`src/rtl/stonyman_apb3_mc.sv`:
```
// stonyman_apb3_mc: APB3 slave bridging the fabric bus to N Stonyman
// pixel-capture channels. Provides a status view of every channel's FIFO
// flags, per-channel start-capture strobes with acknowledge timeout, a
// channel-select register, a latency-aware FIFO pop sequencer and a pop
// counter.
module stonyman_apb3_mc #(
  parameter int         N_CH        = 2,
  parameter int         PIX_W       = 8,
  parameter int         FIFO_RD_LAT = 2,
  parameter int         ACK_TIMEOUT = 1024,
  parameter logic [7:0] ADDR_MASK   = 8'hFF
) (
  input  logic                   PCLK,
  input  logic                   PRESET,
  input  logic                   PSEL,
  input  logic                   PENABLE,
  input  logic                   PWRITE,
  input  logic [31:0]            PADDR,
  input  logic [31:0]            PWDATA,
  output logic [31:0]            PRDATA,
  output logic                   PREADY,
  output logic                   PSLVERR,
  input  logic [N_CH-1:0]        FULL,
  input  logic [N_CH-1:0]        EMPTY,
  input  logic [N_CH-1:0]        BUSY,
  output logic [N_CH-1:0]        RDEN,
  input  logic [N_CH*PIX_W-1:0]  PIXELSIN,
  output logic [N_CH-1:0]        START_CAPTURE
);

  localparam int              TMR_W     = $clog2(ACK_TIMEOUT);
  localparam logic [TMR_W-1:0] TMR_LAST = TMR_W'(ACK_TIMEOUT - 1);
  // WAIT covers the latency cycles left after the strobe cycle itself
  localparam logic [2:0]      WAIT_LAST = (FIFO_RD_LAT > 1) ? 3'(FIFO_RD_LAT - 2) : 3'd0;
  localparam logic [3:0]      N_CH_4    = 4'(N_CH);

  localparam logic [7:0] OFF_STATUS = 8'h00;
  localparam logic [7:0] OFF_CTRL   = 8'h04;
  localparam logic [7:0] OFF_CHSEL  = 8'h08;
  localparam logic [7:0] OFF_DATA   = 8'h0C;
  localparam logic [7:0] OFF_POPCNT = 8'h10;

  typedef enum logic [1:0] {
    S_IDLE,
    S_POP,
    S_WAIT,
    S_DONE
  } pop_state_e;

  pop_state_e                  state_q, state_d;
  logic [2:0]                  wcnt_q, wcnt_d;
  logic [2:0]                  pop_ch_q, pop_ch_d;
  logic [2:0]                  chsel_q, chsel_d;
  logic [31:0]                 popcnt_q, popcnt_d;
  logic [PIX_W-1:0]            data_q, data_d;
  logic                        rsp_q, rsp_d;
  logic                        abort_q, abort_d;
  logic [N_CH-1:0]             pend_q, pend_d;
  logic [N_CH-1:0]             flag_q, flag_d;
  logic [N_CH-1:0][TMR_W-1:0]  timer_q, timer_d;

  logic [7:0]       offset;
  logic             access;
  logic             rd_data_req;
  logic             chsel_bad;
  logic             wr_en;
  logic             empty_sel;
  logic [PIX_W-1:0] pix_sel;
  logic             unused_bits;

  assign offset      = PADDR[7:0] & ADDR_MASK;
  assign access      = PSEL & PENABLE;
  assign rd_data_req = access & ~PWRITE & (offset == OFF_DATA);
  assign chsel_bad   = ({1'b0, PWDATA[2:0]} >= N_CH_4);
  assign unused_bits = ^{PADDR[31:8], PWDATA};

  // Only DATA reads that must pop stall; a pending pop response completes at once
  assign PREADY  = access & (state_q == S_IDLE) & (rsp_q | ~rd_data_req | empty_sel);
  assign PSLVERR = PREADY & ((PWRITE & (offset == OFF_CHSEL) & chsel_bad) |
                             (rd_data_req & ~rsp_q & empty_sel));
  assign wr_en   = PREADY & PWRITE;

  assign START_CAPTURE = ~pend_q;

  // Pick the EMPTY flag of the selected channel and the pixel of the popping one
  always_comb begin
    empty_sel = 1'b1;
    pix_sel   = '0;
    for (int c = 0; c < N_CH; c++) begin
      if (chsel_q == 3'(c)) empty_sel = EMPTY[c];
      if (pop_ch_q == 3'(c)) pix_sel = PIXELSIN[c*PIX_W +: PIX_W];
    end
  end

  // Single active-low read strobe, asserted only in POP for the latched channel
  always_comb begin
    RDEN = '1;
    for (int c = 0; c < N_CH; c++) begin
      if ((state_q == S_POP) && (pop_ch_q == 3'(c))) RDEN[c] = 1'b0;
    end
  end

  // Read-data mux; zero outside read access phases
  always_comb begin
    PRDATA = '0;
    if (access & ~PWRITE) begin
      case (offset)
        OFF_STATUS: begin
          for (int c = 0; c < N_CH; c++) begin
            PRDATA[3*c +: 3] = {BUSY[c], EMPTY[c], FULL[c]};
            PRDATA[24+c]     = flag_q[c];
          end
        end
        OFF_CTRL:   PRDATA = 32'(pend_q);
        OFF_CHSEL:  PRDATA = {29'd0, chsel_q};
        OFF_DATA:   PRDATA = rsp_q ? 32'(data_q) : 32'd0;
        OFF_POPCNT: PRDATA = popcnt_q;
        default:    PRDATA = '0;
      endcase
    end
  end

  // Pop sequencer next state, channel select and pop counter
  always_comb begin
    state_d  = state_q;
    wcnt_d   = wcnt_q;
    pop_ch_d = pop_ch_q;
    data_d   = data_q;
    popcnt_d = popcnt_q;
    chsel_d  = chsel_q;
    rsp_d    = 1'b0;
    abort_d  = abort_q;

    case (state_q)
      S_IDLE: begin
        abort_d = 1'b0;
        if (rd_data_req & ~rsp_q & ~empty_sel) begin
          state_d  = S_POP;
          pop_ch_d = chsel_q;
        end
      end
      S_POP: begin
        wcnt_d  = 3'd0;
        state_d = (FIFO_RD_LAT > 1) ? S_WAIT : S_DONE;
      end
      S_WAIT: begin
        if (wcnt_q == WAIT_LAST) state_d = S_DONE;
        else                     wcnt_d  = wcnt_q + 3'd1;
      end
      S_DONE: begin
        data_d   = pix_sel;
        popcnt_d = popcnt_q + 32'd1;
        state_d  = S_IDLE;
        // A master that let go mid-pop gets no completion
        rsp_d    = PSEL & ~abort_q;
      end
      default: state_d = S_IDLE;
    endcase

    if ((state_q != S_IDLE) && ~PSEL) abort_d = 1'b1;

    if (wr_en && (offset == OFF_CHSEL) && !chsel_bad) chsel_d = PWDATA[2:0];
    if (wr_en && (offset == OFF_POPCNT)) popcnt_d = '0;
  end

  // Start-capture handshake with acknowledge timeout, per channel
  always_comb begin
    pend_d  = pend_q;
    flag_d  = flag_q;
    timer_d = timer_q;
    for (int c = 0; c < N_CH; c++) begin
      if (wr_en && (offset == OFF_CTRL) && PWDATA[24+c]) flag_d[c] = 1'b0;
      if (pend_q[c]) begin
        if (BUSY[c]) begin
          pend_d[c] = 1'b0;
        end else if (timer_q[c] == TMR_LAST) begin
          // Set wins over a same-cycle clear
          pend_d[c] = 1'b0;
          flag_d[c] = 1'b1;
        end else begin
          timer_d[c] = timer_q[c] + TMR_W'(1);
        end
      end else if (wr_en && (offset == OFF_CTRL) && PWDATA[c]) begin
        pend_d[c]  = 1'b1;
        timer_d[c] = '0;
      end
    end
  end

  // State registers
  always_ff @(posedge PCLK) begin
    if (PRESET) begin
      state_q  <= S_IDLE;
      wcnt_q   <= '0;
      pop_ch_q <= '0;
      chsel_q  <= '0;
      popcnt_q <= '0;
      data_q   <= '0;
      rsp_q    <= 1'b0;
      abort_q  <= 1'b0;
      pend_q   <= '0;
      flag_q   <= '0;
      timer_q  <= '0;
    end else begin
      state_q  <= state_d;
      wcnt_q   <= wcnt_d;
      pop_ch_q <= pop_ch_d;
      chsel_q  <= chsel_d;
      popcnt_q <= popcnt_d;
      data_q   <= data_d;
      rsp_q    <= rsp_d;
      abort_q  <= abort_d;
      pend_q   <= pend_d;
      flag_q   <= flag_d;
      timer_q  <= timer_d;
    end
  end

endmodule

```
`config.mk`:
```
export PLATFORM = sky130hd
export DESIGN_NAME = stonyman_apb3_mc
export DESIGN_NICKNAME = d
export VERILOG_FILES = /design/src/rtl/stonyman_apb3_mc.sv
export SDC_FILE = /design/constraint.sdc
export NUM_CORES = 1
export LEC_CHECK = 0
export ABC_CLOCK_PERIOD_IN_PS = 4650
export BUFFER_PORTS_ARGS = -buffer_cell sky130_fd_sc_hd__buf_2
export CELL_PAD_IN_SITES_DETAIL_PLACEMENT = 1
export CELL_PAD_IN_SITES_GLOBAL_PLACEMENT = 1
export CORE_ASPECT_RATIO = 0.9
export CORE_MARGIN = 3
export CORE_UTILIZATION = 41
export CTS_BUF_LIST = sky130_fd_sc_hd__clkbuf_4 sky130_fd_sc_hd__clkbuf_8
export CTS_CLUSTER_SIZE = 14
export DETAILED_ROUTE_END_ITERATION = 7
export PLACE_DENSITY = 0.91
export SYNTH_ARGS = -nofsm -noshare
export SYNTH_HDL_FRONTEND = slang
export SYNTH_SLANG_ARGS = --single-unit
```
`constraint.sdc`:
```
create_clock -name PCLK -period 4.65 [get_ports PCLK]
set_clock_uncertainty 0.1 [all_clocks]
set_input_delay 0.6975 -clock PCLK [delete_from_list [all_inputs] [get_ports PCLK]]
set_output_delay 0.6975 -clock PCLK [all_outputs]
set_load 0.02 [all_outputs]
```
==> impl_metrics.toml, run 1 <==
[status]
outcome = "completed"

[floorplan]
start_util = 0.427
dieHeight_um = 102
ioPinCount = 129
core_mm2 = 0.00978
die_x_um = 112
fp-row-count = 34
die_area_mm2 = 0.0114

[timing]
finalSetupViolCount = 0
tightest_slew_ps = 1110
max_freq_mhz = 273
maxSlewViolCount = 0
rsz0062_at_grt = "no"
fin_crit_ps = 3660
fin_crit_sh = 0.787
tns_ps = 0
slew_headroom = 0.238
fin_ws_ps = 989
hold_viol_final = 0

[logic_synthesis]
syn-cell-area_mm2 = 0.00418
avgSynthCellArea_um2 = 8.16
seq_area_frac_synth = 0.369
synthCells = 512
synth_seq_cells = 77
yosys_warnings = 0
synthArstFlopShare = 0
ys_types = 52
synthFlopType = "dfxtp_1"
syn_nets = 612
synth_edf_count = 0

[drt]
drt_iter0_drc = 172
wl_mm = 12.1
wl_per_cell_um = 16.9
route.vias.total = 3975
avgViaCountPerCell = 5.58
drcViolationCount = 0
ant_nets = 0
first_pass_iters = 4

[grt]
busiest_layer = "met2"
grt_pass1_wl_mm = 19.9
met3_usage = 0.0597
antenna_found_initial = 2
use_met1 = 0.253
grt_use_total = 0.213
grt_max_degree = 46
grt_pass1_vias = 4125
overflow = 0
use_met2 = 0.371

[worst_setup_path]
cp.arrival_ps = 2860
critical_path_class = "input port to primary output"
worstPathMaxFanout = 10
required_ps = 3850
cp-start-kind = "input port"
end_kind = "primary output"

[placed_design]
dp_slack_ps = 976
place_inst = 696
dp_hpwl_mm = 8.89
gp_congestion = 0.827
io_buffers = 77

[clocking]
clkSinkCount = 77
clock-root-buffer = "clkbuf_8"
insertion_delay_ps = 370
post_cts_resized = 0
h-tree-depth = 3
cts.path.max_buffers = 2
clk_pin_slew_worst_paths_ps = 80
cts_hold_buf = 0
cts_setup_buffers = 0
tritoncts = "done"
numCtsBuffers = 9

[pwr]
vdd.ir_drop.worst_v = 0.000188
p_leak_nw = 1.91
powerDensity_mw_per_mm2 = 263
power.total_mw = 1.28

[run]
maxCapViolations = 0

[final_layout]
fillers = 1223
layout-drive-gt1-share = 0.191
multiInputGateArea_mm2 = 0.00250
seqCellArea_mm2 = 0.00154
area_growth_pct = 16.0
layoutNonFillerInstCount = 712
fin_nets = 681

[hold_path]
hold_class = "register to register"
[cells by family after synthesis]
kind of cell             Yosys count  synth area share
AND/OR/NAND/NOR                  257             0.333
AO/OA/AOI/OAI                     88             0.131
adder cells (fa/ha/maj)            9            0.0270
buffers and inverters             34            0.0315
XOR/XNOR                          23            0.0482
flip-flops                        77             0.369
multiplexers                      24            0.0602
[power breakdown]
group | switching (mW) | internal, mW | leakage [nW]
registers | 0.00339 | 0.663 | 0.620
logic | 0.0618 | 0.0402 | 1.19
clock network | 0.259 | 0.248 | 0.0953
[state kept, by name, summed over array words and instances (netlist names)]
name,flops
popcnt_q,32
timer_q,20
data_q,8
chsel_q,3
pop_ch_q,3
wcnt_q,3
flag_q,2
pend_q,2
state_q,2
abort_q,1
rsp_q,1
[critical path: stages]
cell	delay (ps)
buf_2	90
or4_1	620
nor2_1	510
and4_1	440
nand2_1	100
a21oi_1	200
buf_2	200
[synth_stat cells, types with 2 or more instances]
cell	number	area share
or3_1	8	0.012
nand3b_1	9	0.016
nor3b_1	6	0.011
nand2_1	29	0.026
a21oi_1	37	0.044
o21ai_0	16	0.019
buf_2	2	0.0024
nor2_1	69	0.062
inv_1	11	0.0099
or4_1	3	0.0054
nand2b_1	6	0.0090
o31ai_1	2	0.0036
xnor2_1	7	0.015
and2_1	26	0.039
o2bb2ai_1	3	0.0063
nand3_1	28	0.034
nand4_1	12	0.018
clkbuf_1	19	0.017
and3_1	12	0.018
a22oi_1	3	0.0054
and4_1	8	0.017
xor2_1	16	0.034
a31oi_1	5	0.0075
nor3_1	12	0.014
mux2i_1	15	0.036
nor4_1	6	0.0090
o21ba_2	3	0.0072
ha_1	9	0.027
a21boi_0	5	0.0090
dfxtp_1	77	0.37
nor2b_1	14	0.021
a2bb2oi_1	5	0.010
mux2_2	9	0.024
or4bb_1	2	0.0054
[cell type report]
type                       count  share of cell area
inverter                      11             0.00852
antenna                        1            0.000516
clock inverter                 5              0.0108
timing repair buffer          81              0.0857
multi-input combinational    401               0.517
clock buffer                  10              0.0271
sequential                    77               0.318
tap                          126              0.0325
[stage by stage]
step / hold slack (ps) / cell area [um2] / util
after detailed placement: 379 / 4660 / 0.476
after CTS: 390 / 4840 / 0.495
after global routing: 401 / 4850 / 0.495
after global placement: 355 / 4660 / 0.476
final: 385 / 4850 / 0.495
after floorplan: 344 / 4180 / -
[routing by layer]
metal | wire (um) | part of all wire
met5 | 9 | 0.00075
met4 | 295 | 0.024
met3 | 478 | 0.040
met2 | 6040 | 0.50
met1 | 5230 | 0.43
[placed cells by master (no fill, tap or decap), types with 11 or more instances in the layout]
master and n:
nand2_1 29, nor2_1 69, o21ai_0 16, mux2i_1 15, dfxtp_1 77, inv_1 11
nand3_1 28, nor3_1 12, nor2b_1 14, xor2_1 16, and3_1 12, buf_2 77
nand4_1 12, and2_1 26, a21oi_1 37
[worst paths after layout]
kind	startpoint	end	slack [ps]	cells after the start
setup / recovery	PADDR[1]	PRDATA[7]	990	7
hold / removal	pop_ch_q[1]	pop_ch_q[1]	390	1
setup reg to reg	timer_q[0]	timer_q[8]	1560	6
hold reg to reg	pop_ch_q[1]	pop_ch_q[1]	390	1
Power figures use the tool's default switching activity.
==> run 2, diff against run 1 <==
ABC_AREA = 1   (was unset)
ABC_CLOCK_PERIOD_IN_PS = 3320   (was 4650)
CORE_UTILIZATION = 34   (was 41)
PLACE_DENSITY = 0.83   (was 0.91)
clock period = 3.32 ns   (was 4.65 ns; I/O delays follow)
==> impl_metrics.toml, run 2 <==
[logic_synthesis]
synth_mux_area_frac = 0
syn_nets = 791
avgSynthCellArea_um2 = 6.72
synth_seq_cells = 77
synth_common_cells = "nand2_1 (132), nor2_1 (115), inv_1 (89)"
synthTopCellsByArea = "dfxtp_1 (33%), nand2_1 (11%), nor2_1 (9.3%), inv_1 (7.2%), nand3_1 (6.8%)"
synthArstFlopShare = 0
synth_top_family_by_area = "simple AND/OR/NAND/NOR gates"
synthCells = 691
synth_top_area_share = 0.332
yosys.area_share.simple = 0.410
seq_area_frac_synth = 0.332
synth.most_common_cell = "nand2_1"
yosys_warnings = 0
synth_compound_area_frac = 0.0857
yosys.area.top_type = "dfxtp_1"
syn-cell-area_mm2 = 0.00464
synth-xor-area-share = 0.0547
ys_types = 43
synth_edf_count = 0
synthFlopType = "dfxtp_1"
synthAdderAreaFrac = 0.0242

[grt]
antenna_found_initial = 0
grt_use_total = 0.188
overflow = 0
grt_pass1_vias = 4421
grt_pass1_wl_mm = 22.6
grt_max_degree = 33

[placed_design]
dp_hpwl_mm = 10.4
gp_congestion = 0.783
io_buffers = 77
place_inst = 921

[final_layout]
antenna_cells = 0
layoutNonFillerInstCount = 937
area_growth_pct = 16.4
reg_top3 = "popcnt_q x32, timer_q x20, data_q x8"
final_common_cell = "nand2_1"
fin_util = 0.415
regMostFlops = "popcnt_q"
largest_register_ffs = 32
fin_nets = 868
layout-drive-gt1-share = 0.186
final_cell_mix = "nand2_1 (132), nor2_1 (115), inv_1 (89)"

[worst_setup_path]
cp.arrival_ps = 2320
worstPathMaxFanout = 9
cp-start-kind = "input port"
required_ps = 2720
critical_path_class = "input port to primary output"
critPathMostFrequentCell = "buf_2"
cp_slowest_cell = "a21oi_1"
r2r_start = "state_q[0]"
max_stage_delay_ps = 270
worstPathCellList = "buf_2 -> nor2_2 -> nand2_1 -> nor2_4 -> nand2_2 -> inv_1 -> o21ai_0 -> a21oi_1 -> buf_2"
end_kind = "primary output"
crit_start = "PADDR[1]"

[pwr]
powerDensity_mw_per_mm2 = 351
power.total_mw = 1.89
switching_power_uw = 518
p_leak_nw = 2.23
power_frac_clock = 0.393
seqPwrFrac = 0.509
power_frac_comb = 0.098
p_sw_frac = 0.273
internal_power_mw = 1.38
vdd.ir_drop.worst_v = 0.000192

[clocking]
cts_setup_buffers = 0
post_cts_resized = 0
h-tree-depth = 3
clock-root-buffer = "clkbuf_8"
clk_pin_slew_worst_paths_ps = 80
tritoncts = "done"
cts.path.max_buffers = 2
insertion_delay_ps = 370
numCtsBuffers = 9
cts_hold_buf = 0
clkSinkCount = 77

[timing]
rsz0062_at_grt = "no"
hold_viol_final = 0
fin_crit_ps = 2920
maxSlewViolCount = 0
holdWs_ps = 295
max_freq_mhz = 343
tightest_slew_ps = 645
slew_headroom = 0.570
fin_crit_sh = 0.878
finalSetupViolCount = 0
tns_ps = 0

[floorplan]
start_util = 0.356
core_mm2 = 0.0130
dieHeight_um = 117
die_x_um = 129
die_area_mm2 = 0.0151
fp-row-count = 39
ioPinCount = 129

[drt]
wl_per_cell_um = 14.4
drcViolationCount = 0
wl_mm = 13.5
avgViaCountPerCell = 4.89
drt_iter0_drc = 296
route.vias.total = 4580
ant_nets = 0
first_pass_iters = 4

[hold_path]
min_from = "PSEL"
hold_class = "input port to register"

[status]
outcome = "completed"

[run]
maxCapViolations = 0
run 2: changes by cell type after synthesis, moves of 10 or more:
cell      delta
and3_1      -12
nor2_1      +46
and2_1      -26
nor3_1      +20
o211ai_1    +10
inv_1       +78
nand2_1    +103
nor2b_1     -14
mux2i_1     -15
nand3_1     +35
run 2: kinds of logic (layout without fill, tap and decap cells):
kind of cell	count (synthesis)	in the layout
AO/OA/AOI/OAI	66	66
XOR/XNOR	29	29
adder cells (fa/ha/maj)	9	9
buffers and inverters	111	193
flip-flops	77	77
AND/OR/NAND/NOR	399	399
run 2: routing by layer:
layer  wire length [um]  track usage  up-vias  share of wire
li1                   -            -     2366              -
met1               6820        0.269     2119           0.50
met2               5950        0.293       85           0.44
met3                632       0.0386       10          0.047
met4                139       0.0420        0          0.010
met5                  0            0        -              0
run 2: through the flow:
step / worst slack, ps / area (um2)
floorplan: 997 / 4640
detailed placement: 447 / 5200
CTS: 434 / 5400
finish: 405 / 5400
global placement: 459 / 5200
global route: 215 / 5400
run 2: critical path: cells and delay by family:
family                 cells  cell delay [ps]
AND/OR/NAND/NOR            4              770
buffers and inverters      3              590
AO/OA/AOI/OAI              2              470
run 2: power groups by stage:
stage | Clock, mW | Combinational [mW] | Sequential, mW
after floorplan | 0 | 0.118 | 0.981
after global placement | 0 | 0.181 | 0.985
after detailed placement | 0 | 0.183 | 0.986
after CTS | 0.771 | 0.185 | 0.964
after global routing | 0.806 | 0.209 | 0.967
final | 0.745 | 0.185 | 0.964
run 2: worst paths after layout:
kind	to	slack, ps	depth (start not counted)
worst min register to register	rsp_q	320	1
worst min-delay path	rsp_q	290	3
worst max-delay path	PRDATA[1]	400	9
worst max register to register	timer_q[6]	1230	9
run 2: area by class of cell:
type                            instances  area (um2)
Clock buffer                           10         138
Clock inverter                          6        62.6
Fill cell                            1729        7620
Inverter                               93         352
Multi-Input combinational cell        503        2670
Sequential cell                        77        1540
Tap cell                              164         205
Timing Repair Buffer                   84         438
==> run 3, diff against run 2 <==
CELL_PAD_IN_SITES_DETAIL_PLACEMENT = unset   (was 1)
CELL_PAD_IN_SITES_GLOBAL_PLACEMENT = unset   (was 1)
CORE_UTILIZATION = 45   (was 34)
PLACE_DENSITY = 0.77   (was 0.83)
==> impl_metrics.toml, run 3 (synthesis results as in run 2) <==
[timing]
tns_ps = 0
fin_crit_sh = 0.838
maxSlewViolCount = 0
finalSetupViolCount = 0
rsz0062_at_grt = "no"
hold_viol_final = 0
tightest_slew_ps = 478
max_freq_mhz = 359
slew_headroom = 0.679
fin_crit_ps = 2780

[floorplan]
core_mm2 = 0.00987
ioPinCount = 129
start_util = 0.471
dieHeight_um = 102
die_x_um = 113
fp-row-count = 34
die_area_mm2 = 0.0116

[clocking]
insertion_delay_ps = 360
post_cts_resized = 0
cts.path.max_buffers = 2
cts_setup_buffers = 0
h-tree-depth = 3
clk_pin_slew_worst_paths_ps = 70
tritoncts = "done"
clock-root-buffer = "clkbuf_8"
clkSinkCount = 77
numCtsBuffers = 9
cts_hold_buf = 0

[drt]
wl_mm = 11.4
wl_per_cell_um = 12.7
wl_met3_um = 677
drt_iter0_drc = 376
wl_met2_mm = 4.99
drcViolationCount = 0
route.vias.total = 4582
ant_nets = 0
avgViaCountPerCell = 5.10
drt-met1-wl_mm = 5.59
routed.top_layer = "met4"
first_pass_iters = 5

[pwr]
seqPwrFrac = 0.462
powerDensity_mw_per_mm2 = 385
vdd.ir_drop.worst_v = 0.000196
switching_power_uw = 475
power_frac_comb = 0.086
p_sw_frac = 0.228
internal_power_mw = 1.61
p_leak_nw = 2.27
power_frac_clock = 0.452

[grt]
grt_pass1_wl_mm = 19.0
grt_pass1_vias = 3990
grt_max_degree = 33
grt_use_total = 0.204
antenna_found_initial = 0
overflow = 0

[placed_design]
io_buffers = 77
place_inst = 883
gp_congestion = 0.920
dp_hpwl_mm = 8.65

[worst_setup_path]
critPathMostFrequentCell = "buf_2"
r2r_start = "state_q[0]"
critical_path_class = "input port to primary output"
path_buf_inv = 3
required_ps = 2720
cp.arrival_ps = 2180
rrSetupSlack_ps = 1220
max_stage_delay_ps = 280
crit_end = "PRDATA[1]"
end_kind = "primary output"
worstReg2RegEnd = "timer_q[7]"
cp.depth = 9
cp_slowest_cell = "a21oi_1"
worstPathCellList = "buf_2 -> nor2_2 -> nand2_1 -> nor2_4 -> nand2_2 -> inv_1 -> o21ai_0 -> a21oi_1 -> buf_2"
worstPathMaxFanout = 8
crit_family = "simple AND/OR/NAND/NOR gates"
crit_start = "PADDR[1]"
cp-start-kind = "input port"
r2r_cells = 9

[final_layout]
fin_nets = 868
largest_register_ffs = 32
layout-drive-gt1-share = 0.185
final_common_cell = "nand2_1"
reg_top3 = "popcnt_q x32, timer_q x20, data_q x8"
antenna_cells = 0
area_growth_pct = 16.7
final_cell_mix = "nand2_1 (132), nor2_1 (115), inv_1 (89)"
layoutNonFillerInstCount = 898
regMostFlops = "popcnt_q"

[status]
outcome = "completed"

[run]
maxCapViolations = 0

[hold_path]
hold_class = "input port to register"
[run 3: routing by layer]
metal  vias up  track usage
li1       2369            -
met1      2057        0.292
met2       140        0.309
met3        16       0.0373
met4         0       0.0675
met5         -            0
[run 3: cell type report]
type / count / area [um2]
Timing Repair Buffer: 84 / 438
Tap cell: 126 / 158
Multi-Input combinational cell: 503 / 2670
Clock buffer: 11 / 145
Fill cell: 997 / 4450
Clock inverter: 4 / 120
Sequential cell: 77 / 1540
Inverter: 93 / 352
[run 3: power groups by stage]
stage	Combinational, mW	Clock [mW]	Sequential [mW]
after global placement	0.176	0	0.985
final	0.179	0.944	0.964
after global routing	0.203	0.998	0.967
after CTS	0.180	0.964	0.964
after floorplan	0.118	0	0.981
after detailed placement	0.178	0	0.986
[run 3: worst min-delay path by stage]
stage          startpoint         end  depth (start not counted)
6_report        PWDATA[0]  chsel_q[0]                          3
5_1_grt              PSEL       rsp_q                          3
4_1_cts         PWDATA[0]  chsel_q[0]                          3
3_5_place_dp      abort_q       rsp_q                          1
2_1_floorplan     abort_q       rsp_q                          1
3_3_place_gp      abort_q       rsp_q                          1
[run 3: through the flow]
stage	cell area (um2)	utilization	setup WS, ps	total power, mW	hold slack [ps]
floorplan	4640	-	997	1.10	291
global placement	5160	0.522	645	1.16	306
detailed placement	5160	0.522	616	1.16	312
CTS	5420	0.549	613	2.11	299
global route	5420	0.549	422	2.17	316
finish	5420	0.549	538	2.09	310
[run 3: worst reg2reg max path, delay by kind of cell (launching register included)]
family	cells	cell delay, ps
fa+ha+maj	1	210
compound gates	1	360
flops	1	330
simple gates	4	640
buf+inv	3	370
